## src/rtl/frogger_gfx_pkg.sv

```systemverilog
// Shared graphics constants for the frogger playfield: coordinate widths,
// playfield bounds, palette entries and overlay request encodings.
package frogger_gfx_pkg;

  localparam int XW_DEF      = 10;
  localparam int YW_DEF      = 9;
  localparam int COLOR_W_DEF = 12;

  localparam int FIELD_L_DEF = 20;
  localparam int FIELD_R_DEF = 620;
  localparam int FIELD_T_DEF = 20;
  localparam int FIELD_B_DEF = 460;

  localparam logic [COLOR_W_DEF-1:0] COL_FROG  = 12'h0F0;
  localparam logic [COLOR_W_DEF-1:0] COL_WATER = 12'h00F;
  localparam logic [COLOR_W_DEF-1:0] COL_GRASS = 12'h0A0;
  localparam logic [COLOR_W_DEF-1:0] COL_LINE  = 12'hFFF;
  localparam logic [COLOR_W_DEF-1:0] COL_WIN   = 12'hFF0;
  localparam logic [COLOR_W_DEF-1:0] COL_DEAD  = 12'hF00;
  localparam logic [COLOR_W_DEF-1:0] COL_BG    = 12'h222;

  // 2'b11 is not a distinct request; the compositor draws it as dead.
  typedef enum logic [1:0] {
    OVL_NONE     = 2'b00,
    OVL_WIN      = 2'b01,
    OVL_DEAD     = 2'b10,
    OVL_DEAD_ALT = 2'b11
  } ovl_req_e;

endpackage

```

## src/rtl/rect_hit.sv

```systemverilog
// Combinational inclusive rectangle membership test with enable.
// An inverted rectangle (l > r or t > b) can never report a hit.
module rect_hit #(
  parameter int XW = 10,
  parameter int YW = 9
)(
  input  logic          en,
  input  logic [XW-1:0] x,
  input  logic [YW-1:0] y,
  input  logic [XW-1:0] l,
  input  logic [XW-1:0] r,
  input  logic [YW-1:0] t,
  input  logic [YW-1:0] b,
  output logic          hit
);

  assign hit = en && (x >= l) && (x <= r) && (y >= t) && (y <= b);

endmodule

```

## src/rtl/layer_compositor.sv

```systemverilog
// Two-stage fixed-priority pixel compositor with frame-shadowed sprites and a blinking overlay.
// Build with LAYER_COMPOSITOR_COLLIDE_EN defined to enable the per-frame player collision flag.
module layer_compositor
  import frogger_gfx_pkg::*;
#(
  parameter int NUM_SPRITES = 8,
  parameter int NUM_BANDS   = 4,
  parameter int XW          = XW_DEF,
  parameter int YW          = YW_DEF,
  parameter int COLOR_W     = COLOR_W_DEF,
  parameter int FIELD_L     = FIELD_L_DEF,
  parameter int FIELD_R     = FIELD_R_DEF,
  parameter int FIELD_T     = FIELD_T_DEF,
  parameter int FIELD_B     = FIELD_B_DEF,
  parameter int BLINK_LOG2  = 4
)(
  input  logic                           clk_in,
  input  logic                           reset_in,
  input  logic                           pix_stb,
  input  logic                           frame_start,
  input  logic [XW-1:0]                  x_i,
  input  logic [YW-1:0]                  y_i,
  input  logic [NUM_SPRITES*XW-1:0]      spr_l_i,
  input  logic [NUM_SPRITES*XW-1:0]      spr_r_i,
  input  logic [NUM_SPRITES*YW-1:0]      spr_t_i,
  input  logic [NUM_SPRITES*YW-1:0]      spr_b_i,
  input  logic [NUM_SPRITES-1:0]         spr_en_i,
  input  logic [NUM_SPRITES*COLOR_W-1:0] spr_color_i,
  input  logic [NUM_BANDS*YW-1:0]        band_t_i,
  input  logic [NUM_BANDS*YW-1:0]        band_b_i,
  input  logic [NUM_BANDS*COLOR_W-1:0]   band_color_i,
  input  logic [COLOR_W-1:0]             bg_color_i,
  input  logic [1:0]                     ovl_req_i,
  input  logic                           ovl_mask_i,
  input  logic [2*COLOR_W-1:0]           ovl_color_i,
  output logic [COLOR_W-1:0]             rgb_o,
  output logic                           pix_valid_o,
  output logic                           collision_o
);

  localparam int CNT_W = BLINK_LOG2 + 1;
  localparam logic [XW-1:0] FL = XW'(FIELD_L);
  localparam logic [XW-1:0] FR = XW'(FIELD_R);
  localparam logic [YW-1:0] FT = YW'(FIELD_T);
  localparam logic [YW-1:0] FB = YW'(FIELD_B);

  logic [NUM_SPRITES*XW-1:0]      sh_l, sh_r;
  logic [NUM_SPRITES*YW-1:0]      sh_t, sh_b;
  logic [NUM_SPRITES-1:0]         sh_en;
  logic [NUM_SPRITES*COLOR_W-1:0] sh_color;

  logic                   in_field;
  logic [NUM_SPRITES-1:0] spr_hit;
  logic [NUM_BANDS-1:0]   band_hit;

  logic                   in_field_q;
  logic [NUM_SPRITES-1:0] spr_hit_q;
  logic [NUM_BANDS-1:0]   band_hit_q;
  logic                   mask_q;
  logic [1:0]             stb_seen;

  logic [CNT_W-1:0]   frame_cnt;
  logic               blink_on;
  logic               spr_any, band_any;
  logic [COLOR_W-1:0] spr_col, band_col, ovl_col, rgb_next;

  // Sprite geometry only changes at frame boundaries so a frame never tears.
  always_ff @(posedge clk_in or posedge reset_in) begin
    if (reset_in) begin
      sh_l     <= '0;
      sh_r     <= '0;
      sh_t     <= '0;
      sh_b     <= '0;
      sh_en    <= '0;
      sh_color <= '0;
    end else if (frame_start) begin
      sh_l     <= spr_l_i;
      sh_r     <= spr_r_i;
      sh_t     <= spr_t_i;
      sh_b     <= spr_b_i;
      sh_en    <= spr_en_i;
      sh_color <= spr_color_i;
    end
  end

  assign in_field = (x_i >= FL) && (x_i <= FR) && (y_i >= FT) && (y_i <= FB);

  for (genvar i = 0; i < NUM_SPRITES; i++) begin : g_spr
    rect_hit #(.XW(XW), .YW(YW)) u_hit (
      .en (sh_en[i]),
      .x  (x_i),
      .y  (y_i),
      .l  (sh_l[i*XW +: XW]),
      .r  (sh_r[i*XW +: XW]),
      .t  (sh_t[i*YW +: YW]),
      .b  (sh_b[i*YW +: YW]),
      .hit(spr_hit[i])
    );
  end

  for (genvar i = 0; i < NUM_BANDS; i++) begin : g_band
    rect_hit #(.XW(XW), .YW(YW)) u_hit (
      .en (1'b1),
      .x  (x_i),
      .y  (y_i),
      .l  (FL),
      .r  (FR),
      .t  (band_t_i[i*YW +: YW]),
      .b  (band_b_i[i*YW +: YW]),
      .hit(band_hit[i])
    );
  end

  always_ff @(posedge clk_in or posedge reset_in) begin
    if (reset_in) begin
      in_field_q <= 1'b0;
      spr_hit_q  <= '0;
      band_hit_q <= '0;
      mask_q     <= 1'b0;
      stb_seen   <= '0;
    end else if (pix_stb) begin
      in_field_q <= in_field;
      spr_hit_q  <= spr_hit;
      band_hit_q <= band_hit;
      mask_q     <= ovl_mask_i;
      stb_seen   <= {stb_seen[0], 1'b1};
    end
  end

  // Holding the counter at zero while idle makes every new overlay start visible.
  always_ff @(posedge clk_in or posedge reset_in) begin
    if (reset_in) begin
      frame_cnt <= '0;
    end else if (ovl_req_i == OVL_NONE) begin
      frame_cnt <= '0;
    end else if (frame_start) begin
      frame_cnt <= frame_cnt + CNT_W'(1);
    end
  end

  assign blink_on = ~frame_cnt[BLINK_LOG2];

  // Descending scans so the lowest-index hit is the last write and wins.
  always_comb begin
    spr_any  = 1'b0;
    spr_col  = '0;
    band_any = 1'b0;
    band_col = '0;
    for (int i = NUM_SPRITES - 1; i >= 0; i--) begin
      if (spr_hit_q[i]) begin
        spr_any = 1'b1;
        spr_col = sh_color[i*COLOR_W +: COLOR_W];
      end
    end
    for (int i = NUM_BANDS - 1; i >= 0; i--) begin
      if (band_hit_q[i]) begin
        band_any = 1'b1;
        band_col = band_color_i[i*COLOR_W +: COLOR_W];
      end
    end
    ovl_col = (ovl_req_i == OVL_WIN) ? ovl_color_i[COLOR_W-1:0]
                                     : ovl_color_i[2*COLOR_W-1:COLOR_W];
    if (!in_field_q)
      rgb_next = '0;
    else if (spr_any)
      rgb_next = spr_col;
    else if (band_any)
      rgb_next = band_col;
    else if ((ovl_req_i != OVL_NONE) && blink_on && mask_q)
      rgb_next = ovl_col;
    else
      rgb_next = bg_color_i;
  end

  always_ff @(posedge clk_in or posedge reset_in) begin
    if (reset_in)
      rgb_o <= '0;
    else if (pix_stb)
      rgb_o <= rgb_next;
  end

  assign pix_valid_o = stb_seen[1];

`ifdef LAYER_COMPOSITOR_COLLIDE_EN
  logic coll_acc;
  logic coll_hit;

  assign coll_hit = pix_stb && in_field_q && spr_hit_q[0] && (|spr_hit_q[NUM_SPRITES-1:1]);

  // A hit coinciding with frame_start belongs to the frame that is starting.
  always_ff @(posedge clk_in or posedge reset_in) begin
    if (reset_in) begin
      coll_acc    <= 1'b0;
      collision_o <= 1'b0;
    end else if (frame_start) begin
      collision_o <= coll_acc;
      coll_acc    <= coll_hit;
    end else if (coll_hit) begin
      coll_acc    <= 1'b1;
    end
  end
`else
  assign collision_o = 1'b0;
`endif

endmodule

```

## config.mk

```make
export PLATFORM = sky130hd
export DESIGN_NAME = layer_compositor
export DESIGN_NICKNAME = d
export VERILOG_FILES = /design/src/rtl/frogger_gfx_pkg.sv /design/src/rtl/rect_hit.sv /design/src/rtl/layer_compositor.sv
export SDC_FILE = /design/constraint.sdc
export NUM_CORES = 1
export LEC_CHECK = 0
export ABC_AREA = 0
export BUFFER_PORTS_ARGS = -buffer_cell sky130_fd_sc_hd__buf_4
export CORE_MARGIN = 1.5
export CORE_UTILIZATION = 45
export DETAILED_ROUTE_END_ITERATION = 10
export GPL_TIMING_DRIVEN = 0
export PLACE_DENSITY = 0.77
export SKIP_LAST_GASP = 1
export SLEW_MARGIN = 20
export SYNTH_ARGS = -nofsm -noshare
export SYNTH_HDL_FRONTEND = slang
export SYNTH_SLANG_ARGS = --single-unit
```

## constraint.sdc

```tcl
create_clock -name clk_in -period 13.9 [get_ports clk_in]
set_input_delay 2.085 -clock clk_in [delete_from_list [all_inputs] [get_ports clk_in]]
set_output_delay 2.085 -clock clk_in [all_outputs]
set_load 0.03 [all_outputs]
```

==> metrics.yaml, run 1 <==
run_status:
  status: "finished, final reports clean"
logic_synthesis:
  syn_area_sq_um: 26200
  synth_edf_count: 0
  synth_cell_types: 61
  synth_area_leaders: "dfrtp_1, ha_1, o21ai_0, mux2_2, inv_1"
  yosys.cell_count.top_type: "dfrtp_1"
  syn_area_per_cell_sq_um: 9.58
  synth-async-reset-ratio_pct: 100
  synth_seq_cells: 441
  synth_cells: 2737
  synthTopCellsByCount: "dfrtp_1, ha_1, inv_1"
  syn_nets: 3704
  yosysSeqAreaShare_pct: 42.1
  yosysWarningCount: 0
  synthFlopType: "dfrtp_1"
  yosysTopAreaCell: "dfrtp_1"
  synth_top_area_share_pct: 42.1
power_and_ir_drop:
  p_seq_share_pct: 38.9
  swShare_pct: 29.4
  p_per_area_nw_per_um2: 111
  pwr-share-comb_pct: 23.4
  p_clk_share_pct: 37.7
  p_int_w: 0.00266
  p_leak_nw: 16.9
  vdd_drop_max_uv: 85.6
  p_sw_w: 0.00111
route:
  route.detailed.drc: 0
  via_per_inst: 5.58
  wl_mm: 94.4
  detail_route.wl_per_cell_microns: 22.3
  via_count: 23621
  dr.pass1.iters: 6
  drt_iter0_markers: 1527
  ant_nets: 0
timing:
  slew_headroom_pct: 24.9
  finalHoldViolCount: 0
  fin_crit_ps: 5050
  setup_violations: 0
  tns_ps: 0
  clock.fmax_mhz: 198
  slew_violations: 0
  clock_skew_ps: 18.3
  rsz0062_at_grt: "no"
  period_share_pct: 36.4
  worstMarginPinSlew_ps: 1130
hold_path:
  min_path_type: "reg2reg"
  hp-start: "stb_seen[0]$_DFFE_PP0P_"
worst_setup_path:
  cp_top_family: "buffers and inverters"
  slowest_stage: "clkbuf_1"
  critPathLaunch: "frame_start"
  critPathBufInv: 5
  worstPathCellList: "clkbuf_1, clkbuf_1, clkbuf_1, clkbuf_1, clkbuf_1, nand2_1, o21ai_0"
  cp_max_fo: 10
  path_class: "in2reg"
  cp_common_cell: "clkbuf_1"
  r2r-start: "spr_hit_q[7]$_DFFE_PP0P_"
  endpoint_kind: "flip-flop"
  arrival_ps: 5530
  max_stage_delay_ps: 880
  worstPathRequired_ps: 14380
  start_kind: "input pin"
cells_and_area:
  layout-drive-gt1-share_pct: 25.0
  nFillCells: 5054
  design_area_sq_um: 33900
  fin_nets: 4376
  areaGrowthSynthToFinish_pct: 29.2
  fin_util_pct: 58.7
global_routing:
  met2_usage_pct: 51.5
  track_usage_pct: 31.2
  grt_pass1_wl_mm: 140
  top_usage_layer: "met2"
  grt-ovfl-total: 0
  grt_pass1_vias: 23631
  grt_max_degree: 36
  antenna_found_initial: 16
  grt_util_met3_pct: 5.55
  grt_use_met1_pct: 38.7
clock_network:
  cts_sinks: 441
  cts_root_buffer: "clkbuf_16"
  numCtsBuffers: 51
  clk_latency_ps: 580
  cts_resized: 0
  clk_pin_slew_ps: 60
  clock_path_buffers: 3
  cts_max_level: 2
  holdBufCountCts: 0
  post_cts_buffers: 0
  cts_tree: "done"
floorplan:
  die_y_microns: 244
  num_io_pins: 604
  dieArea_sq_um: 59700
  start_util_pct: 45.5
  die_w_microns: 244
  core-area_sq_um: 57700
  rows: 88
place:
  detailed_place_hpwl_mm: 71.3
  numPortBuffers: 601
  place_area_sq_um: 32100
  place_congestion: 0.934
flow_run:
  timing.max_cap.violations: 0
[stage by stage]
stage          instances  hold slack [ps]  power (W)  setup WS, ps
3_5_place_dp        4121              448    0.00236          8210
5_1_grt             4227              505    0.00394          8650
4_1_cts             4216              466    0.00378          8820
2_1_floorplan       2737              431    0.00196          5860
6_report            4230              466    0.00377          8850
3_3_place_gp        4103              447    0.00232          3180
[worst register-to-register path: stages (launching register included)]
cell and delay (ps):
dfrtp_1 490, or4_1 580, or4_1 420, buf_2 210
buf_6 190, a21oi_1 420, o221a_2 290
[registers in the layout, indices dropped and copies added (netlist names)]
name	flops
sh_en	8
stb_seen	2
in_field_q	1
mask_q	1
sh_color	96
sh_l	80
band_hit_q	4
rgb_o	12
sh_t	72
spr_hit_q	8
sh_b	72
sh_r	80
frame_cnt	5
[final cells by class]
class | instances | area [sq um] | share of cell area, %
antenna | 14 | 35.0 | 0.103
buffer | 105 | 427 | 1.26
clock buffer | 79 | 1550 | 4.59
clock inverter | 16 | 214 | 0.632
inverter | 361 | 1360 | 4.01
multi-input combinational | 1830 | 13400 | 39.6
sequential | 441 | 11000 | 32.6
tap | 765 | 957 | 2.83
timing repair buffer | 619 | 4870 | 14.4
[power groups by stage]
stage	registers, W	clock network, W	logic, W
floorplan	0.00149	0	0.000475
global route	0.00148	0.00149	0.000978
finish	0.00147	0.00142	0.000883
CTS	0.00146	0.00144	0.000879
global placement	0.00148	0	0.000832
detailed placement	0.00149	0	0.000871
[final timing paths]
kind	to	slack [ps]	depth (start not counted)
worst max-delay path	sh_t[58]$_DFFE_PP0P_	8850	7
max in group asynchronous	sh_color[71]$_DFFE_PP0P_	11080	6
worst max register to register	rgb_o[11]$_DFFE_PP0P_	11250	6
min in group asynchronous	sh_l[21]$_DFFE_PP0P_	1540	2
worst min register to register	stb_seen[0]$_DFFE_PP0P_	470	1
worst min-delay path	stb_seen[0]$_DFFE_PP0P_	470	1
[cell families (layout without fill, tap and decap cells)]
logic type | Yosys count | in the layout | share of synthesized area (%)
other | 1 | 15 | 0.0143
AND/OR/NAND/NOR | 569 | 569 | 9.63
XOR/XNOR | 4 | 4 | 0.134
buffers and inverters | 466 | 1180 | 6.79
adder cells (fa/ha/maj) | 377 | 377 | 18.0
flip-flops | 441 | 441 | 42.1
AO/OA/AOI/OAI | 728 | 728 | 16.9
multiplexers | 151 | 151 | 6.42
[cell usage in the layout, fill, tap and decap left out, types with 14 or more instances in the layout]
master / n
diode_2: 14
nand2_1: 338
nor2b_1: 30
nand2b_1: 17
nand3_1: 17
mux2_2: 138
inv_1: 359
dfrtp_1: 441
nand4_1: 47
clkbuf_1: 107
o21ai_0: 352
nor2_1: 70
a221oi_1: 27
a21o_1: 31
o22ai_1: 19
o211ai_1: 32
ha_1: 377
a21oi_1: 113
clkbuf_16: 53
nor3_1: 24
a211oi_1: 40
buf_4: 603
buf_12: 14
[metal layers]
metal | vias up | routed length, microns
met3 | 267 | 6620
met5 | - | 40
met1 | 11431 | 37900
met4 | 6 | 5530
li1 | 10963 | -
met2 | 954 | 44300
Power figures use the tool's default switching activity.
==> run 2: changes to the inputs <==
ABC_AREA = 1   (was 0)
PLACE_DENSITY = 0.74   (was 0.77)
clock period = 5.2 ns   (was 13.9 ns; I/O delays follow)
==> run 2 against run 1 <==
Clock-buffer cell count fell by 16; synthesized area rose by 6.3%; routed wire length rose by 1.6%; first-iteration DRC count rose by 17%; critical path depth rose by 2; clock power rose to 2.8 times the previous value; design area rose by 5.0%; combinational power rose to 2.8 times the previous value; die area rose by 6.2%; core utilization fell by 0.84 points; clock skew fell by 0.95 ps; via count rose by 12%; critical path type unchanged; critical endpoint is now spr_hit_q[2]$_DFFE_PP0P_; largest cell class unchanged; highest routed layer unchanged.
==> metrics.yaml, run 2 <==
run_status:
  status: "finished, final reports clean"
clock_network:
  clk_pin_slew_ps: 60
  holdBufCountCts: 0
  cts_sinks: 441
  cts_resized: 0
  clk_latency_ps: 610
  clock_path_buffers: 3
  cts_root_buffer: "clkbuf_16"
  cts_max_level: 2
  cts_tree: "done"
  numCtsBuffers: 51
  post_cts_buffers: 0
global_routing:
  grt-ovfl-total: 0
  grt_max_degree: 35
  grt_pass1_vias: 26479
  track_usage_pct: 30.0
  antenna_found_initial: 26
  grt_pass1_wl_mm: 145
timing:
  whs_ps: 262
  rsz0062_at_grt: "no"
  clock.fmax_mhz: 426
  clock_skew_ps: 17.4
  finalHoldViolCount: 0
  worstMarginPinSlew_ps: 881
  slew_headroom_pct: 41.3
  slew_violations: 0
  period_share_pct: 45.1
  fin_crit_ps: 2350
  setup_violations: 0
  tns_ps: 0
worst_setup_path:
  path_class: "in2reg"
  arrival_ps: 2820
  worstPathRequired_ps: 5680
  slowest_stage: "inv_1"
  endpoint_kind: "flip-flop"
  worstPathCellList: "buf_4, inv_1, ha_1, nand2_1, nor2_1, nand3b_1, nand4_1, nand4_1, nand2_1"
  reg2reg_depth: 7
  reg2reg_slack_ps: 3190
  cp_max_fo: 16
  max_stage_delay_ps: 630
  start_kind: "input pin"
cells_and_area:
  fin_nets: 5229
  layout-drive-gt1-share_pct: 18.0
  largest_register: "sh_color"
  largest_register_ffs: 96
  fin_util_pct: 57.9
  layout_commonest_cell: "nand2_1"
  areaGrowthSynthToFinish_pct: 27.7
  largestRegisters: "sh_color x96, sh_l x80, sh_r x80"
  mostFrequentLayoutCells: "nand2_1, buf_4, inv_1, dfrtp_1, ha_1"
route:
  ant_nets: 0
  detail_route.wl_per_cell_microns: 18.8
  dr.pass1.iters: 5
  drt_iter0_markers: 1792
  route.detailed.drc: 0
  wl_mm: 95.9
  via_count: 26414
  via_per_inst: 5.17
logic_synthesis:
  synth_seq_cells: 441
  syn_nets: 4560
  syn_area_per_cell_sq_um: 7.76
  synth_edf_count: 0
  yosysWarningCount: 0
  synth-async-reset-ratio_pct: 100
  synthTopCellsByCount: "nand2_1, inv_1, dfrtp_1"
  synth_cell_types: 34
  synthFlopType: "dfrtp_1"
  yosys.cell_count.top_type: "nand2_1"
  synth_area_leaders: "dfrtp_1, ha_1, nand2_1, inv_1, o21ai_0"
  synth_cells: 3593
  yosysSeqAreaShare_pct: 39.6
  yosysTopAreaCell: "dfrtp_1"
  syn_area_sq_um: 27900
  synth_top_area_share_pct: 39.6
power_and_ir_drop:
  power_w: 0.0103
  p_leak_nw: 19.2
  p_seq_share_pct: 37.5
  vdd_drop_max_uv: 205
  pwr-share-comb_pct: 24.1
  p_int_w: 0.00721
  p_clk_share_pct: 38.5
  p_per_area_nw_per_um2: 290
  swShare_pct: 30.2
  p_sw_w: 0.00312
place:
  place_congestion: 0.903
  numPortBuffers: 601
  detailed_place_hpwl_mm: 73.7
floorplan:
  die_w_microns: 252
  core-area_sq_um: 61500
  rows: 91
  num_io_pins: 604
  die_y_microns: 252
  dieArea_sq_um: 63400
  start_util_pct: 45.3
flow_run:
  timing.max_cap.violations: 0
hold_path:
  min_path_type: "in2async"
-- run 2: final timing paths --
kind                                                 from                  endpoint
worst max-delay path                               x_i[0]  spr_hit_q[2]$_DFFE_PP0P_
worst min-delay path                             reset_in       sh_t[4]$_DFFE_PP0P_
worst max register to register  band_hit_q[2]$_DFFE_PP0P_      rgb_o[9]$_DFFE_PP0P_
worst min register to register   frame_cnt[3]$_DFFE_PP0P_  frame_cnt[3]$_DFFE_PP0P_
max in group asynchronous                        reset_in      sh_l[66]$_DFFE_PP0P_
min in group clk_in                           spr_r_i[45]      sh_r[45]$_DFFE_PP0P_
-- run 2: worst max-delay path, delay by kind of cell --
kind | cells | cell delay [ps]
AND/OR/NAND/NOR | 6 | 900
adder cells (fa/ha/maj) | 1 | 360
buffers and inverters | 2 | 760
-- run 2: through the flow --
step	instance area, sq um	instances	setup slack, ps
2_1_floorplan	27900	3593	-1540
3_3_place_gp	33400	4984	-4250
3_5_place_dp	33700	4999	2130
4_1_cts	35500	5086	2770
5_1_grt	35600	5110	2720
6_report	35600	5111	2850
-- run 2: layer usage --
layer	wire (microns)	track usage [%]	vias to the layer above	share of wire (%)
met5	22	0	-	0.023
met4	5120	16.6	4	5.3
met3	5890	4.86	249	6.1
met2	45700	50.6	876	48
met1	39200	36.7	12351	41
li1	-	-	12934	-
-- run 2: power by group through the flow --
stage	logic, W	clock network [W]	registers [W]
after floorplan	0.00139	0	0.00395
after global placement	0.00237	0	0.00393
after detailed placement	0.00247	0	0.00393
after CTS	0.00249	0.00403	0.00387
after global routing	0.00281	0.00414	0.00390
final	0.00248	0.00397	0.00387
-- run 2: cells by family after synthesis --
logic type | share of synthesized area, %
simple gates | 21.3
compound gates | 12.8
buf+inv | 9.34
flops | 39.6
fa+ha+maj | 16.9
other cells | 0.0135
-- run 2: layout make-up --
cell class	instances	area [sq um]
fillers	5623	25900
plain buffers	121	649
diodes	25	62.6
well taps	790	988
flip-flops and latches	441	11000
clock inverters	24	425
clock buffers	63	1400
repair buffers	616	4830
inverters	520	1960
multi-input cells	2511	14200
